<file path="config.mk">
export PLATFORM = sky130hd
export DESIGN_NAME = lfsr_burst_ctrl
export DESIGN_NICKNAME = d
export VERILOG_FILES = /design/src/rtl/lfsr_burst_ctrl.sv
export SDC_FILE = /design/constraint.sdc
export NUM_CORES = 1
export LEC_CHECK = 0
export ABC_AREA = 1
export BUFFER_PORTS_ARGS = -buffer_cell sky130_fd_sc_hd__buf_4
export CAP_MARGIN = 15
export CORE_MARGIN = 2
export CORE_UTILIZATION = 50
export CTS_BUF_LIST = sky130_fd_sc_hd__clkbuf_4 sky130_fd_sc_hd__clkbuf_8
export CTS_CLUSTER_DIAMETER = 100
export DETAILED_ROUTE_END_ITERATION = 12
export GPL_ROUTABILITY_DRIVEN = 0
export HOLD_SLACK_MARGIN = 0.1
export PLACE_DENSITY = 0.75
export RECOVER_POWER = 25
export SETUP_SLACK_MARGIN = 0.05
export SKIP_CTS_REPAIR_TIMING = 1
export SLEW_MARGIN = 10
export SYNTH_ARGS = -nofsm -noshare
export SYNTH_HDL_FRONTEND = slang
export SYNTH_SLANG_ARGS = --single-unit
</file>
<file path="constraint.sdc">
create_clock -name CLK -period 1.7 [get_ports CLK]
set_clock_uncertainty 0.1 [all_clocks]
set_input_delay 0.34 -clock CLK [delete_from_list [all_inputs] [get_ports CLK]]
set_output_delay 0.34 -clock CLK [all_outputs]
set_load 0.05 [all_outputs]
</file>
<file path="src/rtl/lfsr_burst_ctrl.sv">
// ---------------------------------------------------------------------------
// lfsr_burst_ctrl
//
// Sequencing controller that owns an 8-bit Fibonacci LFSR state register and
// hands pseudo-random words to a single downstream consumer over a
// valid/ready handshake. The register advances only when a word is accepted.
// The feedback taps and shift order match lfsr81False, so both blocks produce
// identical sequences from the same seed.
//
// Feedback polynomial x^8+x^6+x^5+x^4+1 (period 255):
//   fb = s[7]^s[5]^s[4]^s[3];  next = {s[6:0], fb}
//
// Parameters:
//   CNT_W     width of the burst length and remaining-word counter
//   SEED_RST  LFSR state after reset (must be nonzero)
//
// Ports:
//   CLK        in   1      clock, all state updates on the rising edge
//   RESET      in   1      synchronous, active-low reset
//   cfg_seed   in   8      seed value used by cfg_load
//   cfg_load   in   1      load seed (honoured in IDLE only)
//   start      in   1      begin a burst (honoured in IDLE only)
//   burst_len  in   CNT_W  words in the burst, sampled with start
//   stop       in   1      abort a running burst
//   out_valid  out  1      out_data holds a word for the consumer
//   out_ready  in   1      consumer accepts the word
//   out_data   out  8      current LFSR state
//   busy       out  1      controller not idle
//   done       out  1      one-cycle pulse, burst completed normally
//   aborted    out  1      one-cycle pulse, burst ended by stop
//   seed_fix   out  1      sticky flag, a zero seed was replaced by 8'h01
// ---------------------------------------------------------------------------
module lfsr_burst_ctrl #(
   parameter int         CNT_W    = 16,
   parameter logic [7:0] SEED_RST = 8'h01
) (
   input  logic             CLK,
   input  logic             RESET,
   input  logic [7:0]       cfg_seed,
   input  logic             cfg_load,
   input  logic             start,
   input  logic [CNT_W-1:0] burst_len,
   input  logic             stop,
   output logic             out_valid,
   input  logic             out_ready,
   output logic [7:0]       out_data,
   output logic             busy,
   output logic             done,
   output logic             aborted,
   output logic             seed_fix
);

   typedef enum logic [1:0] {
      ST_IDLE = 2'd0,
      ST_RUN  = 2'd1,
      ST_DONE = 2'd2
   } state_e;

   // An all-zero LFSR would lock up, so a zero reset seed is forced to 8'h01.
   localparam logic [7:0]       SEED_SAFE = (SEED_RST == 8'h00) ? 8'h01 : SEED_RST;
   localparam logic [CNT_W-1:0] CNT_ZERO  = {CNT_W{1'b0}};
   localparam logic [CNT_W-1:0] CNT_ONE   = {{(CNT_W-1){1'b0}}, 1'b1};

   // One Fibonacci step of the x^8+x^6+x^5+x^4+1 register.
   function automatic logic [7:0] lfsr_step(input logic [7:0] s);
      return {s[6:0], s[7] ^ s[5] ^ s[4] ^ s[3]};
   endfunction

   state_e           state_q, state_d;
   logic [7:0]       lfsr_q, lfsr_d;
   logic [CNT_W-1:0] rem_q, rem_d;
   logic             valid_q, valid_d;
   logic             busy_q, busy_d;
   logic             done_q, done_d;
   logic             aborted_q, aborted_d;
   logic             fix_q, fix_d;
   logic             hs_s;

   // A word is transferred when the presented word is accepted.
   assign hs_s = valid_q & out_ready;

   // Next-state, counter, LFSR and pulse computation.
   always_comb begin
      state_d   = state_q;
      lfsr_d    = lfsr_q;
      rem_d     = rem_q;
      fix_d     = fix_q;
      done_d    = 1'b0;
      aborted_d = 1'b0;

      case (state_q)
         ST_IDLE: begin
            // Seed load and start may coincide; the burst then begins from
            // the freshly loaded seed.
            if (cfg_load) begin
               if (cfg_seed == 8'h00) begin
                  lfsr_d = 8'h01;
                  fix_d  = 1'b1;
               end else begin
                  lfsr_d = cfg_seed;
               end
            end else begin
               lfsr_d = lfsr_q;
            end

            // A zero-length start is silently dropped.
            if (start && (burst_len != CNT_ZERO)) begin
               rem_d   = burst_len;
               state_d = ST_RUN;
            end else begin
               state_d = ST_IDLE;
            end
         end

         ST_RUN: begin
            if (hs_s) begin
               lfsr_d = lfsr_step(lfsr_q);
               if (rem_q != CNT_ZERO) begin
                  rem_d = rem_q - CNT_ONE;
               end else begin
                  rem_d = CNT_ZERO;
               end
               // Completion takes priority over a coincident stop.
               if (rem_q == CNT_ONE) begin
                  state_d = ST_DONE;
                  done_d  = 1'b1;
               end else if (stop) begin
                  state_d   = ST_IDLE;
                  aborted_d = 1'b1;
                  rem_d     = CNT_ZERO;
               end else begin
                  state_d = ST_RUN;
               end
            end else if (stop) begin
               state_d   = ST_IDLE;
               aborted_d = 1'b1;
               rem_d     = CNT_ZERO;
            end else begin
               state_d = ST_RUN;
            end
         end

         ST_DONE: begin
            state_d = ST_IDLE;
         end

         default: begin
            state_d = ST_IDLE;
            rem_d   = CNT_ZERO;
         end
      endcase

      // Status outputs are registered copies derived from the next state.
      valid_d = (state_d == ST_RUN);
      busy_d  = (state_d != ST_IDLE);
   end

   // State register with synchronous active-low reset.
   always_ff @(posedge CLK) begin
      if (!RESET) begin
         state_q   <= ST_IDLE;
         lfsr_q    <= SEED_SAFE;
         rem_q     <= CNT_ZERO;
         valid_q   <= 1'b0;
         busy_q    <= 1'b0;
         done_q    <= 1'b0;
         aborted_q <= 1'b0;
         fix_q     <= 1'b0;
      end else begin
         state_q   <= state_d;
         lfsr_q    <= lfsr_d;
         rem_q     <= rem_d;
         valid_q   <= valid_d;
         busy_q    <= busy_d;
         done_q    <= done_d;
         aborted_q <= aborted_d;
         fix_q     <= fix_d;
      end
   end

   assign out_valid = valid_q;
   assign out_data  = lfsr_q;
   assign busy      = busy_q;
   assign done      = done_q;
   assign aborted   = aborted_q;
   assign seed_fix  = fix_q;

endmodule
</file>
# Word level (Yosys, flattened, before mapping)
# Cells that the tools add are included.
# word_totals
in_bits	30
register_bits	31
output_inout_bits	13
wordCells	54
# classes
n_reduce_logical	12
n_mux	20
eq_ne	8
bitwise_logic	5
n_addsub	1
# op_table
op	n
$mux 16	6
$pmux 16 s3	1
$reduce_bool 16->1	2
$mux 8	3
$eq 16x1->1 const B	1
$pmux 8 s2	1
$sub 16x1->16 const B	1
$reduce_and 3->1	4
$logic_not 8->1	1
$mux 1	6
$ne 2x2->1 const B	3
$eq 2x1->1 const B	2
$mux 2	2
$pmux 2 s2	1
$reduce_bool 2->1	2
$ne 3x3->1 const B	1
$xor 1x1->1	3
$eq 2x2->1 const B	1
$logic_not 2->1	1
$reduce_and 2->1	1
$and 1x1->1	1
$logic_and 1x1->1	1
$not 1->1	1

# Logic depth before layout (Yosys ltp)
# Gate-level depths: netlist of run 1.
# depth
depth_word	6
depth_mapped	12
depth_no_buf	12

# Worst setup path after synthesis of run 1
# OpenSTA, ideal clock, no wires.
# synth_timing
path_kind	reg-to-reg
start	reg valid_q, in the netlist out_valid
end	reg rem_q[4]
path_buffers	1
period_less_slack_ns	1.744
required_ns	1.529
arrival_time_ns	1.574
path_stages_with_launch	7
slack_ns	-0.044
setup_ns	0.071
cell_sequence	dfxtp_1 > nand2_1 > inv_2 > o31ai_4 > clkbuf_1 > nand3_1 > a21oi_1
# synth_via
elab_chain_cells	3
word_cells_on_any_way	5
classes_between	1 x eq/ne; 2 x mux; 1 x bitwise; 1 x reduce/logical
# synth_rtl
element	line_no	rtl
from (decl)	72	logic valid_q, valid_d;
from (signal assigned)	173	valid_q <= valid_d;
$and 1x1->1 *	80	assign hs_s = valid_q & out_ready;
$ne 3x3->1 (no source line) / $mux 16 (equally long branches)	n/a	
$reduce_and 3->1 (no source line) / $pmux 16 s3 (equally long branches)	n/a	
to (signal assigned)	172	rem_q <= rem_d;
to (decl)	71	logic [CNT_W-1:0] rem_q, rem_d;
# Mark *: on every way between the ends. The rest lies on a longest branch, timed or not.
# A chain may end at the register's enable or synchronous reset.

# Worst setup path after layout of run 1
# layout_timing
start	reg rem_q[2]
end	reg rem_q[0]
# layout_via
elab_chain_cells	6
word_cells_on_any_way	7
classes_between	1 x eq/ne; 5 x mux; 1 x reduce/logical
# layout_rtl
element	line_no	rtl
$reduce_bool 16->1	118	if (rem_q != CNT_ZERO) begin
$mux 16	118	
$mux 16	127	end else if (stop) begin
$mux 16 *	124	if (rem_q == CNT_ONE) begin
$mux 16 *	116	if (hs_s) begin
$pmux 16 s3 *	91	case (state_q)
# Marks and branches as above.

==> results.sh, run 1 <==
export IMPL_max_freq_mhz=599
export IMPL_antenna_found_initial=0
export IMPL_first_iter_violations=136
export IMPL_synth_fp_nets=338
export IMPL_status="finished, final reports clean"
export IMPL_synth_edf_count=0
export IMPL_finalCritPeriodShare=0.983
export IMPL_root_buffer="clkbuf_8"
export IMPL_grt_pass1_wl_mm=8.63
export IMPL_firstDrtPassIters=4
export IMPL_dieArea_mm2=0.00436
export IMPL_grt_max_degree=17
export IMPL_hold_ws_ns=0.205
export IMPL_crit_path_start_kind="register"
export IMPL_cts_buffers=5
export IMPL_drc=0
export IMPL_period_minus_slack_ns=1.67
export IMPL_powerDensity_mw_per_mm2=885
export IMPL_rows=22
export IMPL_ys_top_cells_by_area="dfxtp_1, nand2_1, nor2_1, nand3_1, a21oi_1"
export IMPL_netlist_cell_type_count=28
export IMPL_slew_viol_final=0
export IMPL_synthArstFlopShare=0
export IMPL_synthCells=305
export IMPL_io_pins=43
export IMPL_yosysWarnings=0
export IMPL_die_h_um=66.0
export IMPL_die_x_um=66.0
export IMPL_critical_path_class="register to register"
export IMPL_crit_arrival_ns=1.79
export IMPL_drive_above_1_share=0.339
export IMPL_io_buffers=42
export IMPL_core_area_mm2=0.00369
export IMPL_synth_area_per_cell_um2=6.31
export IMPL_worstPathMaxFanout=8
export IMPL_dpl_hpwl_mm=3.88
export IMPL_regArea_um2=637
export IMPL_cts_tree="built"
export IMPL_wl_per_cell_um=14.0
export IMPL_postRouteAntennaNets=0
export IMPL_power_mw=2.37
export IMPL_clock_path_buffers=2
export IMPL_rsz0062_at_grt="true"
export IMPL_vias=2202
export IMPL_synth_commonest_cells="nand2_1, nor2_1, dfxtp_1, nand3_1, a21oi_1"
export IMPL_synth_top_area_share=0.323
export IMPL_critPathMaxStageDelay_ns=0.37
export IMPL_ys_ff_latch=31
export IMPL_synth_main_ff_cell="dfxtp_1"
export IMPL_syn_to_final_growth_pct=39.5
export IMPL_finalSetupViolations=0
export IMPL_slew_headroom=0.593
export IMPL_antennaDiodeCount=0
export IMPL_netlist_area_mm2=0.00192
export IMPL_via_per_inst=5.36
export IMPL_synth_most_common_cell="nand2_1"
export IMPL_required_ns=1.82
export IMPL_grt_ovfl_total=0
export IMPL_crit_chain="nor2_4, nand2_2, nor2_4, a21oi_2, nor2_4, buf_12, nand2_1, nand2_1, nand2_1, a21oi_2"
export IMPL_wl_mm=5.74
export IMPL_yosysSeqAreaShare=0.323
export IMPL_endpoint_kind="register"
export IMPL_n_fill_cell=308
export IMPL_multi_input_area_mm2=0.00135
export IMPL_nets=395
export IMPL_peakVddDrop_v=0.000717
export IMPL_crit_slowest_cell="dfxtp_1"
export IMPL_grt_pass1_vias=1905
export IMPL_worstMarginPinSlew_ns=0.613
export IMPL_hp_class="input pin to register"
export IMPL_hold_viol=0
export IMPL_gr_usage_all_layers=0.256
export IMPL_cts_sinks=31
export IMPL_drv_cap=0
export IMPL_start_util=0.521
export IMPL_path_clk_slew_ns=0.07
export IMPL_leakage_nw=1.24
export IMPL_insertion_delay_ns=0.29
export IMPL_synth_largest_area_cell="dfxtp_1"
export IMPL_htree_num_levels=2
-- registers in the layout, summed over array words and instances (netlist names) --
register	flops
state_q	2
aborted	1
seed_fix	1
out_data	8
rem_q	16
busy	1
done	1
out_valid	1
-- report_power, final --
group          total (mW)  internal [mW]  switching [mW]
logic               0.760          0.294           0.467
registers           0.840          0.781          0.0598
clock network       0.772          0.474           0.298
-- worst max-delay path: cells and delay by family (launching register included) --
| family | cells | cell delay [ns] |
|---|---|---|
| buffers and inverters | 1 | 0.16 |
| AOI/OAI and AO/OA | 2 | 0.21 |
| DFF | 1 | 0.37 |
| and+or+nand+nor | 7 | 0.76 |
-- layout by cell type (no fill, tap or decap), types with 2 or more instances in the layout --
cell type | Yosys | layout
nand2_1 | 119 | 105
buf_4 | 1 | 51
nor2_1 | 38 | 31
nand3_1 | 20 | 20
dfxtp_1 | 31 | 20
nand2_2 | 2 | 14
inv_1 | 13 | 11
a21oi_2 | 1 | 10
dfxtp_2 | 0 | 10
nor2_4 | 2 | 9
a21oi_1 | 18 | 9
xor2_1 | 8 | 8
a31oi_1 | 8 | 8
o21ai_0 | 6 | 6
nand3b_1 | 6 | 6
clkbuf_8 | 0 | 6
nor2_2 | 5 | 5
clkbuf_1 | 4 | 5
inv_2 | 3 | 4
nand4_1 | 3 | 3
o21ai_1 | 3 | 3
nand2_4 | 0 | 2
xnor2_1 | 2 | 2
nor3_1 | 2 | 2
ha_4 | 0 | 2
-- through the flow --
stage                     utilization  TNS (ns)  setup WS [ns]  cell area [µm²]  cells
after global placement          0.642         0         0.0829             2370    400
after detailed placement        0.642         0         0.0133             2370    400
final                           0.727         0         0.0297             2680    411
after CTS                       0.674   -0.0219        -0.0219             2490    408
after global routing            0.727    -0.200        -0.0604             2680    411
after floorplan                     -         0          0.128             1930    305
-- final timing paths --
path                 start          end  slack, ns  cells after the start
setup / recovery  rem_q[2]     rem_q[0]       0.03                     10
setup reg to reg  rem_q[2]     rem_q[0]       0.03                     10
hold / removal       RESET  out_data[0]       0.20                      2
hold reg to reg   seed_fix     seed_fix       0.38                      2
-- layout make-up --
type | instances | area share
clock buffers | 6 | 0.0308
well taps | 48 | 0.0224
multi-input cells | 249 | 0.505
inverters | 16 | 0.0233
repair buffers | 59 | 0.168
flip-flops and latches | 31 | 0.237
clock inverters | 2 | 0.0131
-- per-layer routing --
metal / global-route usage / share of wire / vias to the layer above
met5: 0 / 0 / -
met4: 0.0867 / 0.012 / 0
met3: 0.0477 / 0.060 / 7
met2: 0.403 / 0.48 / 70
met1: 0.351 / 0.45 / 1028
li1: - / - / 1097
-- logic make-up after synthesis --
logic type | count (synthesis) | share of synthesized area
and+or+nand+nor | 198 | 0.435
xor gates and xnor gates | 10 | 0.0455
buffers and inverters | 25 | 0.0560
AOI/OAI and AO/OA | 38 | 0.122
adders and majority gates | 3 | 0.0195
DFF | 31 | 0.323
Power figures use the tool's default switching activity.
==> run 2, diff against run 1 <==
--- a/config.mk
+++ b/config.mk
@@ -9,14 +9,13 @@
 export BUFFER_PORTS_ARGS = -buffer_cell sky130_fd_sc_hd__buf_4
 export CAP_MARGIN = 15
 export CORE_MARGIN = 2
-export CORE_UTILIZATION = 50
+export CORE_UTILIZATION = 37
 export CTS_BUF_LIST = sky130_fd_sc_hd__clkbuf_4 sky130_fd_sc_hd__clkbuf_8
 export CTS_CLUSTER_DIAMETER = 100
 export DETAILED_ROUTE_END_ITERATION = 12
 export GPL_ROUTABILITY_DRIVEN = 0
 export HOLD_SLACK_MARGIN = 0.1
-export PLACE_DENSITY = 0.75
-export RECOVER_POWER = 25
+export RECOVER_POWER = 50
 export SETUP_SLACK_MARGIN = 0.05
 export SKIP_CTS_REPAIR_TIMING = 1
 export SLEW_MARGIN = 10
==> constraint.sdc (replaced) <==
create_clock -name CLK -period 1.7 [get_ports CLK]
set_clock_uncertainty 0.1 [all_clocks]
set_input_delay 0.255 -clock CLK [delete_from_list [all_inputs] [get_ports CLK]]
set_output_delay 0.255 -clock CLK [all_outputs]
set_load 0.05 [all_outputs]
==> results.sh, run 2 (synthesized netlist as in run 1, its figures left out) <==
export IMPL_cts_sinks=31
export IMPL_reg2reg_depth=12
export IMPL_slew_viol_final=0
export IMPL_rsz0062_at_grt="true"
export IMPL_via_per_inst=4.95
export IMPL_rows=26
export IMPL_top_register="rem_q"
export IMPL_status="finished, final reports clean"
export IMPL_final_core_util=0.542
export IMPL_critical_path_buf_inv_count=2
export IMPL_leakage_nw=1.26
export IMPL_multi_input_area_mm2=0.00136
export IMPL_syn_to_final_growth_pct=43.1
export IMPL_path_clk_slew_ns=0.07
export IMPL_endpoint="rem_q[5]"
export IMPL_htree_num_levels=2
export IMPL_drive_above_1_share=0.325
export IMPL_critPathTopFamily="simple AND/OR/NAND/NOR gates"
export IMPL_regArea_um2=637
export IMPL_peakVddDrop_v=0.000409
export IMPL_gr_usage_all_layers=0.183
export IMPL_clock_path_buffers=2
export IMPL_wl_mm=5.62
export IMPL_layout_common_cells="nand2_1, buf_4, nor2_1, dfxtp_1, nand3_1"
export IMPL_crit_arrival_ns=1.75
export IMPL_start_util=0.379
export IMPL_drc=0
export IMPL_dp_cells=430
export IMPL_cts_tree="built"
export IMPL_crit_slowest_cell="dfxtp_4"
export IMPL_critical_path_cell_count=12
export IMPL_antennaDiodeCount=0
export IMPL_postRouteAntennaNets=0
export IMPL_slew_headroom=0.604
export IMPL_wl_per_cell_um=12.6
export IMPL_nets=407
export IMPL_powerDensity_mw_per_mm2=806
export IMPL_io_pins=43
export IMPL_worstPathMaxFanout=7
export IMPL_grt_pass1_wl_mm=8.83
export IMPL_final_cells=445
export IMPL_finalCritPeriodShare=0.961
export IMPL_hold_viol=0
export IMPL_hp_class="input pin to register"
export IMPL_max_freq_mhz=612
export IMPL_required_ns=1.81
export IMPL_grt_pass1_vias=1966
export IMPL_antenna_found_initial=0
export IMPL_first_iter_violations=79
export IMPL_root_buffer="clkbuf_8"
export IMPL_grt_max_degree=24
export IMPL_worstMarginPinSlew_ns=0.596
export IMPL_io_buffers=42
export IMPL_period_minus_slack_ns=1.63
export IMPL_endpoint_kind="register"
export IMPL_core_area_mm2=0.00507
export IMPL_r2r_slack_ns=0.07
export IMPL_die_x_um=76.1
export IMPL_final_common_cell="nand2_1"
export IMPL_grt_ovfl_total=0
export IMPL_critPathMaxStageDelay_ns=0.38
export IMPL_insertion_delay_ns=0.28
export IMPL_finalSetupViolations=0
export IMPL_n_fill_cell=529
export IMPL_setup_tns_ns=0
export IMPL_crit_top_cell="nand2_2"
export IMPL_r2r_start="rem_q[0]"
export IMPL_largest_reg_flops=16
export IMPL_dpl_hpwl_mm=3.91
export IMPL_drv_cap=0
export IMPL_cp_startpoint="rem_q[0]"
export IMPL_reg2reg_to="rem_q[5]"
export IMPL_crit_path_start_kind="register"
export IMPL_dieArea_mm2=0.00579
export IMPL_vias=2203
export IMPL_crit_chain="inv_4, ha_4, nand2_2, nor2_1, nand2_1, nand2_2, nor2_4, clkbuf_16, nand2_2, nand2_2, nand2_1, a21oi_1"
export IMPL_critical_path_class="register to register"
export IMPL_die_h_um=76.1
export IMPL_power_mw=2.22
export IMPL_cts_buffers=5
export IMPL_firstDrtPassIters=6
## run 2: cell count changes in the layout (fill, tap and decap cells not counted), sizes merged
cell,previous run,this run
clkbuf,13,19
buf,52,57
clkinvlp,0,2
bufinv,1,0
## run 2: worst register-to-register path: stages, from the launching register on
cell,delay (ns)
dfxtp_4,0.38
inv_4,0.05
ha_4,0.15
nand2_2,0.06
nor2_1,0.04
nand2_1,0.08
nand2_2,0.07
nor2_4,0.16
clkbuf_16,0.18
nand2_2,0.05
nand2_2,0.06
nand2_1,0.05
a21oi_1,0.13
## run 2: worst min-delay path by stage
stage / startpoint / endpoint / cells after the start
4_1_cts: RESET / out_data[0] / 2
6_report: RESET / out_data[0] / 2
3_5_place_dp: seed_fix / seed_fix / 2
2_1_floorplan: RESET / out_data[0] / 1
3_3_place_gp: seed_fix / seed_fix / 2
5_1_grt: RESET / out_data[0] / 2
## run 2: layer usage
layer	GRT usage	vias up	share of wire
li1	-	1112	-
met3	0.0450	8	0.042
met2	0.310	60	0.50
met5	0	-	0
met4	0.0473	0	0.016
met1	0.235	1023	0.44
## run 2: layout make-up
cell class	instances	area share
Timing Repair Buffer	71	0.187
Multi-Input combinational cell	249	0.493
Sequential cell	31	0.231
Clock buffer	5	0.0250
Clock inverter	3	0.00728
Tap cell	70	0.0318
Inverter	16	0.0236
## run 2: power by group
group / switching (mW) / internal (mW) / total [mW]
Sequential: 0.0506 / 0.779 / 0.830
Combinational: 0.480 / 0.320 / 0.800
Clock: 0.303 / 0.285 / 0.588
Total: 0.833 / 1.38 / 2.22
## run 2: stage by stage
| step | cell area [µm²] | hold slack, ns | setup WS, ns |
|---|---|---|---|
| detailed placement | 2440 | 0.363 | -0.0300 |
| CTS | 2530 | 0.114 | -0.0597 |
| floorplan | 1930 | 0.239 | 0.128 |
| finish | 2750 | 0.118 | 0.0670 |
| global route | 2750 | 0.125 | -0.0447 |
| global placement | 2440 | 0.367 | 0.000943 |
==> run 3, diff against run 2 <==
==> constraint.sdc (replaced) <==
create_clock -name CLK -period 2.1 [get_ports CLK]
set_clock_uncertainty 0.1 [all_clocks]
set_input_delay 0.315 -clock CLK [delete_from_list [all_inputs] [get_ports CLK]]
set_output_delay 0.315 -clock CLK [all_outputs]
set_load 0.05 [all_outputs]
==> results.sh, run 3 (synthesized netlist as in run 1, its figures left out) <==
export IMPL_endpoint="rem_q[13]"
export IMPL_worstPathMaxFanout=16
export IMPL_die_x_um=76.1
export IMPL_slew_headroom=0.596
export IMPL_dieArea_mm2=0.00579
export IMPL_crit_path_start_kind="register"
export IMPL_postRouteAntennaNets=0
export IMPL_grt_pass1_wl_mm=8.86
export IMPL_powerDensity_mw_per_mm2=750
export IMPL_root_buffer="clkbuf_8"
export IMPL_start_util=0.379
export IMPL_die_h_um=76.1
export IMPL_io_pins=43
export IMPL_globalRouteMet3Util=0.0427
export IMPL_grt_ovfl_total=0
export IMPL_gr_usage_all_layers=0.185
export IMPL_antennaDiodeCount=0
export IMPL_period_minus_slack_ns=1.80
export IMPL_critical_path_class="register to register"
export IMPL_finalCritPeriodShare=0.858
export IMPL_cts_sinks=31
export IMPL_drc=0
export IMPL_r2r_slack_ns=0.30
export IMPL_syn_to_final_growth_pct=24.7
export IMPL_nets=385
export IMPL_reg2reg_depth=10
export IMPL_wl_mm=5.11
export IMPL_rows=26
export IMPL_max_freq_mhz=555
export IMPL_cp_startpoint="state_q[0]"
export IMPL_htree_num_levels=2
export IMPL_grt_use_met1=0.247
export IMPL_final_area_mm2=0.00240
export IMPL_layout_common_cells="nand2_1, nor2_1, buf_4, dfxtp_1, nand3_1"
export IMPL_firstDrtPassIters=4
export IMPL_antenna_found_initial=0
export IMPL_hp_class="input pin to register"
export IMPL_slew_viol_final=0
export IMPL_cts_buffers=5
export IMPL_wl_per_cell_um=12.1
export IMPL_insertion_delay_ns=0.29
export IMPL_r2r_start="state_q[0]"
export IMPL_via_per_inst=4.87
export IMPL_cts_tree="built"
export IMPL_grt_pass1_vias=1925
export IMPL_endpoint_kind="register"
export IMPL_drv_cap=0
export IMPL_drive_above_1_share=0.159
export IMPL_clock_path_buffers=2
export IMPL_core_area_mm2=0.00507
export IMPL_grt_max_degree=17
export IMPL_rsz0062_at_grt="false"
export IMPL_hold_viol=0
export IMPL_path_clk_slew_ns=0.07
export IMPL_status="finished, final reports clean"
export IMPL_first_iter_violations=109
export IMPL_busiest_layer="met2"
export IMPL_reg2reg_to="rem_q[13]"
export IMPL_n_fill_cell=585
export IMPL_crit_arrival_ns=1.92
export IMPL_required_ns=2.21
export IMPL_io_buffers=42
export IMPL_worstMarginPinSlew_ns=0.608
export IMPL_use_met2=0.294
export IMPL_peakVddDrop_v=0.000317
export IMPL_largest_reg_flops=16
export IMPL_leakage_nw=1.12
export IMPL_final_common_cell="nand2_1"
export IMPL_vias=2062
export IMPL_dpl_hpwl_mm=3.79
export IMPL_dpl_cell_area_mm2=0.00233
export IMPL_top_register="rem_q"
export IMPL_setup_tns_ns=0
export IMPL_finalSetupViolations=0
[run 3: how the worst min path moves through the flow]
stage / start / end / cells past startpoint
after global routing: RESET / out_data[0] / 2
after global placement: seed_fix / seed_fix / 2
after floorplan: RESET / out_data[0] / 1
after detailed placement: seed_fix / seed_fix / 2
final: RESET / out_data[0] / 2
after CTS: RESET / out_data[0] / 2
[run 3: metal layers]
layer / up-vias / routed length [µm]
li1: 1070 / -
met1: 921 / 2370
met2: 64 / 2300
met3: 7 / 363
met4: 0 / 80
met5: - / 0
[run 3: power breakdown]
part | internal, mW | total, mW | switching [mW] | leakage [nW]
Combinational | 0.182 | 0.506 | 0.324 | 0.802
Clock | 0.384 | 0.622 | 0.238 | 0.0612
Sequential | 0.629 | 0.670 | 0.0410 | 0.255
Total | 1.19 | 1.80 | 0.603 | 1.12
[run 3: cell type report]
cell class              instances  area, µm²  area share
well taps                      70       87.6      0.0365
multi-input cells             249       1190       0.497
clock inverters                 2       35.0      0.0146
clock buffers                   6       82.6      0.0344
flip-flops and latches         31        621       0.259
inverters                      16       60.1      0.0251
repair buffers                 49        319       0.133
[run 3: worst max-delay path: stages (launching register included)]
cell     delay, ns
dfxtp_1       0.39
inv_1         0.07
nor2_2        0.11
inv_1         0.18
nor2_4        0.14
nand2_2       0.07
nor2_4        0.33
nand2_1       0.10
nand2_1       0.08
nand2_1       0.05
a21oi_1       0.11
[run 3: metrics by stage]
stage          hold WS [ns]  setup slack (ns)  utilization  power [mW]  std cells
2_1_floorplan         0.299             0.356            -        1.04        305
3_3_place_gp          0.370             0.356        0.459        1.21        415
3_5_place_dp          0.364             0.321        0.459        1.21        415
4_1_cts               0.171             0.302        0.482        1.83        423
5_1_grt               0.178            0.0743        0.472        1.91        423
6_report              0.175             0.298        0.472        1.80        423
